===== config.mk =====
export PLATFORM = sky130hd
export DESIGN_NAME = rl_ram_1r1w_burst_reader
export DESIGN_NICKNAME = d
export VERILOG_FILES = /design/src/rtl/rl_mem_pkg.sv /design/src/rtl/rl_skid_fifo2.sv /design/src/rtl/rl_ram_1r1w_burst_reader.sv
export SDC_FILE = /design/constraint.sdc
export NUM_CORES = 1
export LEC_CHECK = 0
export CORE_UTILIZATION = 55
export DETAILED_ROUTE_END_ITERATION = 10
export DONT_BUFFER_PORTS = 1
export PLACE_DENSITY = 0.71
export SLEW_MARGIN = 10
export SYNTH_ARGS = -nofsm -noshare
export SYNTH_HDL_FRONTEND = slang
export SYNTH_SLANG_ARGS = --single-unit

===== constraint.sdc =====
create_clock -name clk -period 3.7 [get_ports clk]
set_clock_uncertainty 0.2 [all_clocks]
set_input_delay 1.11 -clock clk [delete_from_list [all_inputs] [get_ports clk]]
set_output_delay 1.11 -clock clk [all_outputs]
set_load 0.005 [all_outputs]

===== src/rtl/rl_mem_pkg.sv =====
// rtl/rl_mem_pkg.sv - shared types for the RAM burst reader
package rl_mem_pkg;

  typedef enum logic [1:0] {
    IDLE  = 2'd0,
    ISSUE = 2'd1,
    DRAIN = 2'd2
  } burst_state_t;

endpackage


===== src/rtl/rl_skid_fifo2.sv =====
// rtl/rl_skid_fifo2.sv - two-entry valid/ready buffer, head entry always visible
module rl_skid_fifo2 #(
  parameter int W = 33
) (
  input  logic         clk,
  input  logic         rst,
  input  logic         push,
  input  logic [W-1:0] push_data,
  input  logic         pop,
  output logic [W-1:0] pop_data,
  output logic         full,
  output logic         empty,
  output logic [1:0]   count
);

  logic [W-1:0] mem [2];
  logic         wr_ptr;
  logic         rd_ptr;
  logic         do_pop;

  assign empty    = (count == 2'd0);
  assign full     = (count == 2'd2);
  assign do_pop   = pop && !empty;
  assign pop_data = mem[rd_ptr];

  always_ff @(posedge clk) begin
    if (rst) begin
      mem[0] <= '0;
      mem[1] <= '0;
      wr_ptr <= 1'b0;
      rd_ptr <= 1'b0;
      count  <= 2'd0;
    end else begin
      if (push) begin
        mem[wr_ptr] <= push_data;
        wr_ptr      <= ~wr_ptr;
      end
      if (do_pop) begin
        rd_ptr <= ~rd_ptr;
      end
      count <= count + {1'b0, push} - {1'b0, do_pop};
    end
  end

endmodule


===== src/rtl/rl_ram_1r1w_burst_reader.sv =====
// rtl/rl_ram_1r1w_burst_reader.sv - burst read engine for a 1R1W RAM with registered read
module rl_ram_1r1w_burst_reader
  import rl_mem_pkg::*;
#(
  parameter int ABITS = 10,
  parameter int DBITS = 32,
  parameter int LBITS = ABITS + 1
) (
  input  logic             clk,
  input  logic             rst,
  input  logic             cmd_valid,
  output logic             cmd_ready,
  input  logic [ABITS-1:0] cmd_addr,
  input  logic [LBITS-1:0] cmd_len,
  output logic [ABITS-1:0] mem_raddr,
  input  logic [DBITS-1:0] mem_dout,
  output logic             m_valid,
  input  logic             m_ready,
  output logic [DBITS-1:0] m_data,
  output logic             m_last,
  output logic             busy,
  output logic             done
);

  burst_state_t     state, state_nxt;
  logic [ABITS-1:0] addr;
  logic [LBITS-1:0] remaining;
  logic             inflight;
  logic             inflight_last;
  logic [1:0]       occ;
  logic             fifo_full;
  logic             fifo_empty;
  logic [DBITS:0]   head;
  logic             cmd_fire;
  logic             pop;
  logic             issue;
  logic             done_evt;
  logic [2:0]       credit;

  // The address counter is the RAM read-address register; the word read in
  // cycle C appears on mem_dout in C+1 and is pushed at the end of C+1.
  assign mem_raddr = addr;
  assign cmd_ready = (state == IDLE) && !rst;
  assign cmd_fire  = cmd_valid && cmd_ready;
  assign pop       = m_valid && m_ready;
  assign credit    = {1'b0, occ} + {2'b0, inflight} - {2'b0, pop};
  assign issue     = (state == ISSUE) && (remaining != '0) && (credit < 3'd2);
  assign done_evt  = (state == DRAIN) && (state_nxt == IDLE);

  assign m_valid = !fifo_empty;
  assign m_data  = head[DBITS-1:0];
  assign m_last  = head[DBITS];

  always_ff @(posedge clk) begin
    if (rst) state <= IDLE;
    else     state <= state_nxt;
  end

  always_comb begin
    state_nxt = state;
    unique case (state)
      IDLE:  if (cmd_fire) state_nxt = (cmd_len == '0) ? DRAIN : ISSUE;
      ISSUE: if (issue && (remaining == LBITS'(1))) state_nxt = DRAIN;
      // An empty pipeline in DRAIN only happens for a zero-length command.
      DRAIN: if ((pop && m_last) || (fifo_empty && !inflight)) state_nxt = IDLE;
      default: state_nxt = IDLE;
    endcase
  end

  always_ff @(posedge clk) begin
    if (rst) begin
      addr          <= '0;
      remaining     <= '0;
      inflight      <= 1'b0;
      inflight_last <= 1'b0;
      busy          <= 1'b0;
      done          <= 1'b0;
    end else begin
      inflight      <= issue;
      inflight_last <= issue && (remaining == LBITS'(1));
      done          <= done_evt;
      if (cmd_fire) begin
        addr      <= cmd_addr;
        remaining <= cmd_len;
        busy      <= 1'b1;
      end else if (issue) begin
        addr      <= addr + ABITS'(1);
        remaining <= remaining - LBITS'(1);
      end
      if (done_evt) busy <= 1'b0;
    end
  end

  rl_skid_fifo2 #(.W(DBITS + 1)) u_buf (
    .clk       (clk),
    .rst       (rst),
    .push      (inflight),
    .push_data ({inflight_last, mem_dout}),
    .pop       (pop),
    .pop_data  (head),
    .full      (fifo_full),
    .empty     (fifo_empty),
    .count     (occ)
  );

  a_no_overflow: assert property (@(posedge clk) disable iff (rst)
    !(inflight && fifo_full && !pop));

endmodule


# After elaboration in Yosys (flattened, before gate mapping)
# Memories as Yosys holds them, arrays and structs flattened. A register that Yosys moved wholly into a read port is not among the register bits.
# Cells that the tools add are included.
totals:
  ff_bits: 31
  latchBits: 0
  ramBits: 66
  rom_bits: 0
  in_bits: 57
  out_inout_bits: 47
  wordCells: 64
  mem_count: 1
memory_table:
  columns: ["name", "depth", "width", "rd", "rd_clocked_by_memory_dff", "write_ports", "line_no", "text"]
  rows:
  - ["u_buf.mem", 2, 33, 1, 1, 2, "rl_skid_fifo2.sv:16", "logic [W-1:0] mem [2];"]
classes:
  add_sub_neg: 6
  multipliers: 0
  n_div: 0
  magnitude_cmp: 1
  eq_ne: 3
  shifts: 0
  n_mux: 19
  bitwise_logic: 2
  n_reduce_logical: 22
ops:
  columns: ["operator", "count"]
  rows:
  - ["$mux 33", 1]
  - ["$reduce_or 33->1", 1]
  - ["$mux 11", 2]
  - ["$mux 10", 2]
  - ["$eq 11x1->1 const B", 1]
  - ["$logic_not 11->1", 1]
  - ["$reduce_bool 11->1", 1]
  - ["$sub 11x1->11 const B", 1]
  - ["$add 10x1->10 const B", 1]
  - ["$logic_and 1x1->1", 10]
  - ["$mux 1", 9]
  - ["$mux 2", 4]
  - ["$logic_not 2->1", 3]
  - ["$pmux 2 s3", 1]
  - ["$add 2x1->3", 1]
  - ["$logic_not 1->1", 3]
  - ["$lt 3x2->1 const B", 1]
  - ["$sub 3x1->3", 1]
  - ["$add 2x1->2", 1]
  - ["$eq 2x1->1 const B", 1]
  - ["$eq 2x2->1 const B", 1]
  - ["$not 1->1", 2]
  - ["$reduce_bool 2->1", 1]
  - ["$reduce_or 2->1", 1]
  - ["2 further kinds", 2]

# Logic depth before layout (Yosys ltp)
logic_depth:
  ltp_word: 12
  ltp_mapped: 12
  depth_no_buf: 10

# Hierarchy
# From an unflattened synthesis, not the netlist that was laid out.
unflattened:
  cells_unflattened: 450
  area_unflattened_um2: 5064.9
by_module_without_submodules:
  columns: ["module", "n_inst", "cells_each", "area_per_inst_um2", "seq_area_each_um2"]
  rows:
  - ["rl_skid_fifo2", 1, 238, 3285.7, 2082.0]
  - ["rl_ram_1r1w_burst_reader", 1, 212, 1779.2, 540.5]

# Least setup slack after synthesis
# OpenSTA, ideal clock, no wires.
synth_path:
  kind: "input to register"
  from: "input m_ready"
  to: "register remaining[8]"
  setup_ns: 0.074
  t_arrival_ns: 3.212
  t_required_ns: 3.426
  path_slack_ns: 0.214
  path_stages: 10
  cell_sequence: "and2_1 > ha_1 > nand2b_1 > fa_1 > xnor2_1 > and4b_1 > clkbuf_1 > nand2_1 > or4_1 > a31oi_1"
synth_via:
  elab_chain_cells: 5
synth_rtl:
  columns: ["element", "line_no", "text"]
  rows:
  - ["start: declaration", "rl_ram_1r1w_burst_reader.sv:18", "input logic m_ready,"]
  - ["$logic_and 1x1->1", "rl_ram_1r1w_burst_reader.sv:45", "assign pop = m_valid && m_ready;"]
  - ["$sub 3x1->3", "rl_ram_1r1w_burst_reader.sv:46", "assign credit = {1'b0, occ} + {2'b0, inflight} - {2'b0, pop};"]
  - ["$lt 3x2->1", "rl_ram_1r1w_burst_reader.sv:47", "assign issue = (state == ISSUE) && (remaining != '0) && (credit < 3'd2);"]
  - ["$logic_and 1x1->1", "rl_ram_1r1w_burst_reader.sv:47", null]
  - ["$reduce_bool 2->1 (no line)", null, null]
  - ["end signal: assignment", "rl_ram_1r1w_burst_reader.sv:84", "remaining <= cmd_len;"]
  - ["end signal: assignment", "rl_ram_1r1w_burst_reader.sv:88", "remaining <= remaining - LBITS'(1);"]
  - ["end: declaration", "rl_ram_1r1w_burst_reader.sv:27", "logic [LBITS-1:0] remaining;"]
# No other way between the ends.
# A chain may end at the register's enable or synchronous reset.

# Worst setup path after layout
layout_path:
  from: "register u_buf.count[1]"
  to: "register remaining[8]"
layout_via:
  elab_chain_cells: 7
  elab_cells_between_ends: 8
  classes_between: "add/sub: 2; order compare: 1; reduce/logical: 5"
layout_rtl:
  columns: ["element", "line_no", "text"]
  rows:
  - ["start: declaration", "rl_skid_fifo2.sv:13", "output logic [1:0] count"]
  - ["start signal: assignment", "rl_skid_fifo2.sv:41", "count <= count + {1'b0, push} - {1'b0, do_pop};"]
  - ["$logic_not 2->1", "rl_skid_fifo2.sv:21", "assign empty = (count == 2'd0);"]
  - ["$logic_not 1->1", "rl_ram_1r1w_burst_reader.sv:50", "assign m_valid = !fifo_empty;"]
  - ["net m_valid", "rl_ram_1r1w_burst_reader.sv:17", "output logic m_valid,"]
  - ["$logic_and 1x1->1", "rl_ram_1r1w_burst_reader.sv:45", null]
  - ["$sub 3x1->3", "rl_ram_1r1w_burst_reader.sv:46", null]
  - ["$lt 3x2->1", "rl_ram_1r1w_burst_reader.sv:47", null]
  - ["$logic_and 1x1->1", "rl_ram_1r1w_burst_reader.sv:47", null]
  - ["$reduce_bool 2->1 (no line)", null, null]
# The timed path passes the listed nets, and every way through them passes these cells.

==> out/qor.txt <==
Critical-path top delay cell -> or4_1
via count of the first global-routing pass -> 2835
critical path type -> register to register
layout cells sized above 1 -> 17.5%
syn_nets -> 464
Hold EP -> remaining[1]
total chip power -> 2.97 mW
HP Class -> register to register
largest net degree at the start of global routing -> 42
FF+latch count, synth -> 98
Final Max Slew Viols -> 0
fillcell total -> 665
first-pass GRT wire length -> 14.3 mm
Die ar. -> 8820 µm²
clk sink count -> 98
top_reg_cell synth -> edfxtp_1
R2R depth -> 10
Synth warnings -> 0
area of the mapped netlist -> 4640 µm²
Total Routed Length -> 9.05 mm
RR Startpoint -> u_buf.count[1]
part of the cycle the worst path needs -> 89.8%
post-placement setup slack -> -72.4 ps
register area share after synthesis -> 56.5%
top-count cell post-synth -> and2_1
placement row count -> 33
Max Freq -> 301 MHz
CP endpoint kind -> register
Netlist cell types -> 55
post-layout net count -> 461
max-cap violation count -> 0
initial DRC count -> 173
CP required -> 3790 ps
dpl cell area -> 4760 µm²
Non-Filler Instances -> 506
Hold Crit Start -> remaining[1]
Core Region -> 8180 µm²
Detail Placement HPWL -> 5.93 mm
width of the die -> 93.9 µm
VDD IR max -> 0.305 mV
DR WL/cell -> 17.9 µm
crit path cell chain -> or2_2 > and2_1 > ha_1 > nand2b_1 > fa_1 > xnor2_1 > and4b_1 > nand2_1 > or4_1 > a31oi_1
Placer Congestion -> 0.871
Tmin final -> 3320 ps
RSZ-0062 raised after global routing -> false
WHS -> 298 ps
global route overflow -> 0
DRC errors left -> 0
Clk pin slew, worst setup/hold paths -> 100 ps
number of inserted diodes -> 0
# IOs -> 104
worst rel slew slack -> 45.2%
WHS Path Cells -> 2
First-pass DRT Iterations -> 4
clk root buf -> clkbuf_8
final core occ -> 60.9%
startpoint types -> register
gate count of the mapped netlist -> 400
asr flop ratio synth -> 0%
GRT Overall Usage -> 21.4%
P_leak -> 1.80 nW
Final Hold Viols -> 0
Worst Path Arrival -> 3410 ps
Cells after DPL -> 491
Synth top area share -> 42.7%
antenna violations before repair -> 0
worst setup margin -> 379 ps
clk_lat worst skew -> 360 ps
synth top area cells -> edfxtp_1, dfxtp_1, and2_1
H-tree levels -> 3
Final ANT Viol Nets -> 0
design area -> 4980 µm²
slowest stage delay, CP -> 440 ps
Worst R2R Setup Slack -> 380 ps
Synth Area per Inst -> 11.6 µm²
Power Density -> 596 nW/µm²
cts hold-fix bufs -> 0
Reg-to-Reg End -> remaining[8]
Die H -> 93.9 µm
status -> complete, no violations
initial core utilization -> 56.8%
Post-synth top cells -> and2_1, edfxtp_1, dfxtp_1, mux2_2, nand2_1
CTS buffer count -> 9
CP Max Fanout -> 6
DR vias -> 2991
maximum root-to-sink buffer count -> 2
setup TNS -> 0 ps
Tightest Pin Transition -> 822 ps
port buffer count -> 0
CTS tree -> yes
Area Growth Syn to Fin -> 7.19%
area leader, netlist -> edfxtp_1
Setup violations, final -> 0
number of synthesized flops with an enable pin -> 66
vias per std cell -> 5.91
[layer usage]
layer / part of all wire (%) / GRT usage, % / vias up
met3: 6.9 / 6.96 / 17
met4: 1.7 / 9.62 / 0
met5: 0 / 0 / -
met1: 42 / 26.4 / 1457
li1: - / - / 1439
met2: 50 / 34.2 / 78
[worst max-delay path by stage]
stage	from	to	slack, ps	cells after the start
floorplan	m_ready	remaining[8]	210	10
global placement	m_ready	mem_raddr[5]	-40	9
detailed placement	m_ready	mem_raddr[5]	-70	9
CTS	u_buf.count[1]	mem_raddr[5]	230	10
global route	u_buf.count[1]	remaining[8]	120	10
finish	u_buf.count[1]	remaining[8]	380	10
[what timing repair did]
item                       in CTS  in global routing
buffers inserted                0                  0
setup endpoints to repair       0                  1
gates resized for setup         0                  1
[logic make-up after synthesis]
| group | synth area share (%) |
|---|---|
| compound gates | 7.09 |
| fa+ha+maj | 2.05 |
| simple gates | 22.1 |
| buf+inv | 2.72 |
| flops | 56.5 |
| mux | 8.22 |
| xor+xnor | 1.32 |
[layout by cell type (no fill, tap or decap), types with 7 or more instances in the layout]
cell type  count
edfxtp_1      66
and2_1        72
clkbuf_8       9
nor4_1         7
a21oi_1       11
nand3_1        9
nor2_1        18
inv_1          7
buf_4         10
mux2_2        32
nor3_1        15
nand2_1       21
a31oi_1        7
dfxtp_1       32
[report_power, final]
group	total, mW	internal [mW]	switching, mW	leakage [nW]
registers	1.38	1.29	0.0921	0.945
clock network	0.751	0.380	0.371	0.106
logic	0.833	0.377	0.455	0.748
[registers in the layout, indices dropped and copies added, names as in the netlist, named ones only]
signal         flops
u_buf.mem         66
remaining         11
mem_raddr         10
state              2
u_buf.count        2
busy               1
done               1
inflight           1
inflight_last      1
u_buf.rd_ptr       1
u_buf.wr_ptr       1
[layout make-up]
class / instances / area [µm²] / area share [%]
sequential: 98 / 2620 / 52.7
multi-input combinational: 271 / 1910 / 38.4
tap: 105 / 131 / 2.64
clock buffer: 9 / 124 / 2.49
clock inverter: 6 / 90.1 / 1.81
timing repair buffer: 10 / 75.1 / 1.51
inverter: 7 / 26.3 / 0.528
[worst max-delay path: cells and delay by family (launching register included)]
kind / cells / cell delay [ps]
simple gates: 6 / 1670
fa+ha+maj: 2 / 640
flops: 1 / 380
xor+xnor: 1 / 200
compound gates: 1 / 160
No activity file was read; power rests on OpenSTA's default activity.
